===== src/rtl/alu_serial_ctrl.sv =====
// Bit-serial sequencer for a 1-bit ALU slice: shifts operand bits out LSB first,
// recirculates carry, and gathers slice outputs into a WIDTH-bit result and flags.
module alu_serial_ctrl #(
  parameter int WIDTH = 4
) (
  input  logic             clk,
  input  logic             rst,
  input  logic             start,
  input  logic [1:0]       op,
  input  logic [WIDTH-1:0] a,
  input  logic [WIDTH-1:0] b,
  output logic             busy,
  output logic             done,
  output logic [WIDTH-1:0] result,
  output logic             carry,
  output logic             neg,
  output logic             eq,
  output logic             gt,
  output logic             lt,
  output logic             s_a,
  output logic             s_b,
  output logic             s_cin,
  output logic             s_m0,
  output logic             s_m1,
  input  logic             s_f,
  input  logic             s_cout,
  input  logic             s_n
);

  localparam logic [1:0] IDLE  = 2'b00;
  localparam logic [1:0] SHIFT = 2'b01;
  localparam logic [1:0] DONE  = 2'b10;

  localparam logic [1:0] OP_ADD = 2'b00;
  localparam logic [1:0] OP_SUB = 2'b01;
  localparam logic [1:0] OP_CMP = 2'b10;

  localparam int CW = (WIDTH > 2) ? $clog2(WIDTH) : 1;
  localparam logic [CW-1:0] LAST = CW'(WIDTH - 1);

  logic [1:0]       state;
  logic [WIDTH-1:0] a_sh, b_sh;
  logic [1:0]       op_q;
  logic [CW-1:0]    cnt;
  logic             cy_q, eq_q;
  logic             arith, is_cmp;

  assign arith  = (op_q == OP_ADD) || (op_q == OP_SUB);
  assign is_cmp = (op_q == OP_CMP);

  assign busy  = (state != IDLE);
  assign done  = (state == DONE);
  assign s_a   = (state == SHIFT) ? a_sh[0] : 1'b0;
  assign s_b   = (state == SHIFT) ? b_sh[0] : 1'b0;
  assign s_cin = (state == SHIFT) ? cy_q : 1'b0;
  assign s_m0  = op_q[0];
  assign s_m1  = op_q[1];

  always_ff @(posedge clk or posedge rst) begin
    if (rst) begin
      state  <= IDLE;
      a_sh   <= '0;
      b_sh   <= '0;
      op_q   <= '0;
      cnt    <= '0;
      cy_q   <= 1'b0;
      eq_q   <= 1'b0;
      result <= '0;
      carry  <= 1'b0;
      neg    <= 1'b0;
      eq     <= 1'b0;
      gt     <= 1'b0;
      lt     <= 1'b0;
    end else begin
      case (state)
        IDLE: begin
          if (start) begin
            a_sh   <= a;
            b_sh   <= b;
            op_q   <= op;
            cnt    <= '0;
            // SUB is B + ~A + 1: the +1 enters as the initial carry
            cy_q   <= (op == OP_SUB);
            eq_q   <= 1'b1;
            result <= '0;
            carry  <= 1'b0;
            neg    <= 1'b0;
            eq     <= 1'b0;
            gt     <= 1'b0;
            lt     <= 1'b0;
            state  <= SHIFT;
          end
        end
        SHIFT: begin
          a_sh <= a_sh >> 1;
          b_sh <= b_sh >> 1;
          cnt  <= cnt + 1'b1;
          if (!is_cmp) result <= {s_f, result[WIDTH-1:1]};
          if (arith) cy_q <= s_cout;
          // LSB first, so a later (higher) differing bit overwrites gt/lt
          if (is_cmp) begin
            eq_q <= eq_q & s_f;
            if (!s_f) begin
              gt <= s_cout;
              lt <= s_n;
            end
          end
          if (cnt == LAST) begin
            state <= DONE;
            if (arith) begin
              carry <= s_cout;
              neg   <= s_f;
            end
            if (is_cmp) eq <= eq_q & s_f;
          end
        end
        DONE:    state <= IDLE;
        default: state <= IDLE;
      endcase
    end
  end

endmodule

===== config.mk =====
export PLATFORM = sky130hd
export DESIGN_NAME = alu_serial_ctrl
export DESIGN_NICKNAME = d
export VERILOG_FILES = /design/src/rtl/alu_serial_ctrl.sv
export SDC_FILE = /design/constraint.sdc
export NUM_CORES = 1
export LEC_CHECK = 0
export CAP_MARGIN = 15
export CORE_ASPECT_RATIO = 1.25
export CORE_MARGIN = 1.5
export CORE_UTILIZATION = 30
export CTS_CLUSTER_SIZE = 40
export DETAILED_ROUTE_END_ITERATION = 12
export PLACE_DENSITY_LB_ADDON = 0.2
export SKIP_CTS_REPAIR_TIMING = 1
export SKIP_LAST_GASP = 1
export SLEW_MARGIN = 20
export SYNTH_ARGS = -nofsm -noshare
export SYNTH_HDL_FRONTEND = slang
export SYNTH_SLANG_ARGS = --single-unit
export TNS_END_PERCENT = 30

===== constraint.sdc =====
create_clock -name clk -period 1.18 [get_ports clk]
set_input_delay 0.236 -clock clk [delete_from_list [all_inputs] [get_ports clk]]
set_output_delay 0.236 -clock clk [all_outputs]
set_load 0.1 [all_outputs]

==> impl_metrics.json, run 1 <==
{
  "dr.pass1.iters": 4,
  "avgRoutedWirePerCell_um": 13.2,
  "clk_pin_slew_ps": 90,
  "synth-seq-area-share_pct": 50.4,
  "synthesis.nets": 134,
  "fin_util_pct": 52.5,
  "drtAntennaViolNets": 0,
  "slew_headroom_pct": 81.5,
  "cp_num_buf_inv": 3,
  "period_share_pct": 131,
  "via_count": 1052,
  "worstPathCellList": "buf_4, buf_4, nor2b_4, buf_12",
  "drt_iter0_markers": 28,
  "crit_top_cell": "buf_4",
  "cts_htree_levels": 1,
  "cts_root_buffer": "clkbuf_8",
  "reg2reg_depth": 5,
  "die_w_um": 60.5,
  "placedCellCount": 217,
  "synth_edf_count": 0,
  "tns_ps": -4770,
  "worst-setup-path-type": "register to output port",
  "drc": 0,
  "die_area_sq_um": 4530,
  "antenna_found_initial": 0,
  "row_count": 25,
  "grt_usage_pct": 15.0,
  "endpoint_kind": "output port",
  "status": "finished with violations",
  "r2r_slack_ps": -210,
  "fill_cells": 386,
  "max_freq_mhz": 646,
  "critPathLaunchType": "register",
  "synthDistinctLibCells": 36,
  "cts.path.max_buffers": 2,
  "cts_tree": "done",
  "syn_area_per_cell_sq_um": 10.6,
  "finalMaxSlewViolations": 0,
  "area.growth.synth_to_final_pct": 63.9,
  "grt_max_degree": 26,
  "fin_ws_ps": -369,
  "num_antenna_cells": 0,
  "die_y_um": 74.9,
  "clk_latency_ps": 270,
  "ioPinCount": 32,
  "start_util_pct": 32.0,
  "final_common_cell": "dfrtp_1",
  "cp_max_fo": 5,
  "grt_pass1_vias": 1102,
  "ys_ff_latch": 25,
  "finalClockSkew_ps": 3.76,
  "ys.flop_type": "dfrtp_1",
  "setup_viol": 31,
  "fin_crit_ps": 1550,
  "violations": "setup timing",
  "synthCells": 117,
  "grt_pass1_wl_um": 5110,
  "final-hold-violation-count": 0,
  "slowest_delay_ps": 440,
  "grt-ovfl-total": 0,
  "hpwlAfterDp_um": 2180,
  "ys_async_sr_fraction_pct": 100,
  "fin_nets": 188,
  "drive_gt1_share_pct": 38.2,
  "critPathSlowestCell": "dfrtp_2",
  "cp.arrival_ps": 1310,
  "tightestPinTransition_ps": 278,
  "routabilityCongestion": 0.690,
  "cts.sinks": 25,
  "final_cells": 224,
  "max_cap_violations": 0,
  "cp.depth": 4,
  "min_path_type": "primary input to async pin",
  "yosys_warnings": 0,
  "syn-cell-area_sq_um": 1240,
  "core_area_sq_um": 3880,
  "rsz0062_at_grt": "true",
  "placed_cell_area_sq_um": 1930,
  "drt_wl_total_um": 2950,
  "required_ps": 940,
  "final_cell_area_sq_um": 2030,
  "numCtsBuffers": 3,
  "cp_top_family": "buffers and inverters",
  "portBuffers": 31,
  "final_cell_mix": "dfrtp_1, buf_4, buf_12",
  "via_per_inst": 4.70
}
## tightest hold or removal path, delay by kind of cell
kind	cells	cell delay, ps
buffers and inverters	3	680
## synthesized netlist by cell type (2+ instances only)
master,number,area [sq um]
dfrtp_1,25,626
nand2_1,13,48.8
a21oi_1,7,35.0
a22oi_1,6,45.0
o21ai_1,6,30.0
and2_1,5,31.3
and2b_1,5,37.5
inv_1,5,18.8
o21ai_0,5,25.0
buf_4,4,30.0
nor2b_1,4,25.0
a22o_1,3,26.3
a32o_1,2,20.0
mux2_1,2,22.5
mux2i_1,2,20.0
nand3_2,2,20.0
nor2_1,2,7.51
## area by class of cell
class,count,area (sq um),share of cell area [%]
flip-flops and latches,25,634,31.2
repair buffers,55,678,33.3
well taps,54,67.6,3.32
multi-input cells,81,591,29.0
clock buffers,4,45.0,2.21
inverters,5,18.8,0.923
## flip-flops by register name, summed over array words and instances (netlist names)
register / count
state: 2
b_sh: 4
cy_q: 1
cnt: 2
neg: 1
op_q: 2
lt: 1
a_sh: 4
eq_q: 1
eq: 1
carry: 1
gt: 1
result: 4
## worst paths after layout
check                         start        end
max in group asynchronous       rst    op_q[0]
min in group clk             cnt[0]     cnt[0]
min                             rst    b_sh[0]
max reg2reg                state[0]  result[3]
max                        state[0]       done
min reg2reg                  cnt[0]     cnt[0]
## per-layer routing
| metal | global-route usage [%] | wire length, um | up-vias |
|---|---|---|---|
| met5 | 0 | 0 | - |
| met4 | 6.52 | 47 | 0 |
| met3 | 2.92 | 178 | 4 |
| met2 | 25.1 | 1480 | 37 |
| met1 | 18.8 | 1240 | 498 |
| li1 | - | - | 513 |
## cells by family (layout without fill, tap and decap cells)
group | after synthesis | count (layout) | synth area share, %
buffers and inverters | 11 | 64 | 5.24
muxes | 4 | 4 | 3.43
AOI/OAI and AO/OA | 34 | 34 | 18.7
adders and majority gates | 1 | 1 | 1.01
and+or+nand+nor | 42 | 42 | 21.2
DFF | 25 | 25 | 50.4
## stage by stage
stage	hold WS [ps]	worst slack, ps
final	301	-369
after global routing	318	-422
after CTS	306	-497
after detailed placement	481	-400
after global placement	464	-389
after floorplan	263	-200
Power of run 1 is left out: the tool's default activity adds up to more than one toggle a clock period on the data nets, which glitch-free logic cannot reach.
==> inputs of run 2 (changes only) <==
--- a/config.mk
+++ b/config.mk
@@ -9,6 +9,7 @@
 export CORE_ASPECT_RATIO = 1.25
 export CORE_MARGIN = 1.5
 export CORE_UTILIZATION = 30
+export CTS_BUF_LIST = sky130_fd_sc_hd__clkbuf_16
 export CTS_CLUSTER_SIZE = 40
 export DETAILED_ROUTE_END_ITERATION = 12
 export PLACE_DENSITY_LB_ADDON = 0.2
==> impl_metrics.json, run 2 (synthesis gave the netlist of run 1 again) <==
{
  "start_util_pct": 32.0,
  "fin_ws_ps": -346,
  "max_cap_violations": 0,
  "critPathLaunch": "state[0]",
  "hpwlAfterDp_um": 2180,
  "hold_ws_ps": 318,
  "cts.path.max_buffers": 2,
  "cts_tree": "done",
  "cts_htree_levels": 1,
  "die_area_sq_um": 4530,
  "num_antenna_cells": 0,
  "grt_max_degree": 26,
  "drc": 0,
  "drt_wl_total_um": 2940,
  "placed_cell_area_sq_um": 1930,
  "routabilityCongestion": 0.690,
  "portBuffers": 31,
  "endpoint_kind": "output port",
  "grt_usage_pct": 14.7,
  "slew_headroom_pct": 81.6,
  "avgRoutedWirePerCell_um": 13.1,
  "drt_iter0_markers": 32,
  "final-hold-violation-count": 0,
  "via_count": 1062,
  "rr_startpoint": "state[1]",
  "critPathLaunchType": "register",
  "ioPinCount": 32,
  "die_y_um": 74.9,
  "core_area_sq_um": 3880,
  "final_common_cell": "dfrtp_1",
  "grt_pass1_vias": 1080,
  "finalMaxSlewViolations": 0,
  "drive_gt1_share_pct": 39.8,
  "clk_pin_slew_ps": 60,
  "r2r_slack_ps": -230,
  "period_share_pct": 129,
  "finalClockSkew_ps": 1.76,
  "cp_max_fo": 5,
  "tightestPinTransition_ps": 275,
  "antenna_found_initial": 0,
  "drtAntennaViolNets": 0,
  "cts_root_buffer": "clkbuf_16",
  "clk_latency_ps": 250,
  "placedCellCount": 217,
  "final_cell_area_sq_um": 2100,
  "reg_top3": "a_sh x4, b_sh x4, result x4",
  "violations": "setup timing",
  "final_cells": 225,
  "final_cell_mix": "dfrtp_1, buf_4, buf_12",
  "via_per_inst": 4.72,
  "reg2reg_depth": 5,
  "min_path_type": "primary input to async pin",
  "row_count": 25,
  "status": "finished with violations",
  "grt-ovfl-total": 0,
  "setup_viol": 25,
  "max_freq_mhz": 655,
  "fin_crit_ps": 1530,
  "dr.pass1.iters": 4,
  "required_ps": 940,
  "die_w_um": 60.5,
  "numCtsBuffers": 3,
  "cp.arrival_ps": 1290,
  "grt_pass1_wl_um": 5060,
  "cts.sinks": 25,
  "area.growth.synth_to_final_pct": 69.2,
  "rsz0062_at_grt": "true",
  "worst-setup-path-type": "register to output port",
  "fin_nets": 189
}
-- run 2: worst paths after layout --
| kind | end |
|---|---|
| hold / removal | result[0] |
| hold reg to reg | cnt[0] |
| setup reg to reg | neg |
| max in group asynchronous | op_q[1] |
| min in group clk | cnt[0] |
| setup / recovery | done |
-- run 2: area by class of cell --
type                       instances  area (sq um)
sequential                        25           634
inverter                           5          18.8
tap                               54          67.6
clock buffer                       3          75.1
fill                             378          1780
multi-input combinational         81           604
timing repair buffer              56           696
clock inverter                     1          3.75
-- run 2: metrics by stage --
step | setup TNS [ps] | util [%] | setup slack (ps)
floorplan | -1810 | - | -200
global placement | -7770 | 49.8 | -389
detailed placement | -8080 | 49.8 | -400
CTS | -5030 | 51.9 | -472
global route | -5880 | 54.1 | -399
finish | -4230 | 54.1 | -346
-- run 2: per-layer routing --
metal,global-route usage [%],vias up,share of wire [%]
met2,24.5,33,51
met3,2.92,2,5.6
li1,-,518,-
met4,3.86,0,0.58
met5,0,-,0
met1,19.5,509,43
-- run 2: worst max-delay path: stages, from the launching register on --
cell and delay, ps:
dfrtp_2 430, buf_4 150, buf_4 150, nor2b_4 120, buf_12 180
Power of run 2 is left out for the same reason.
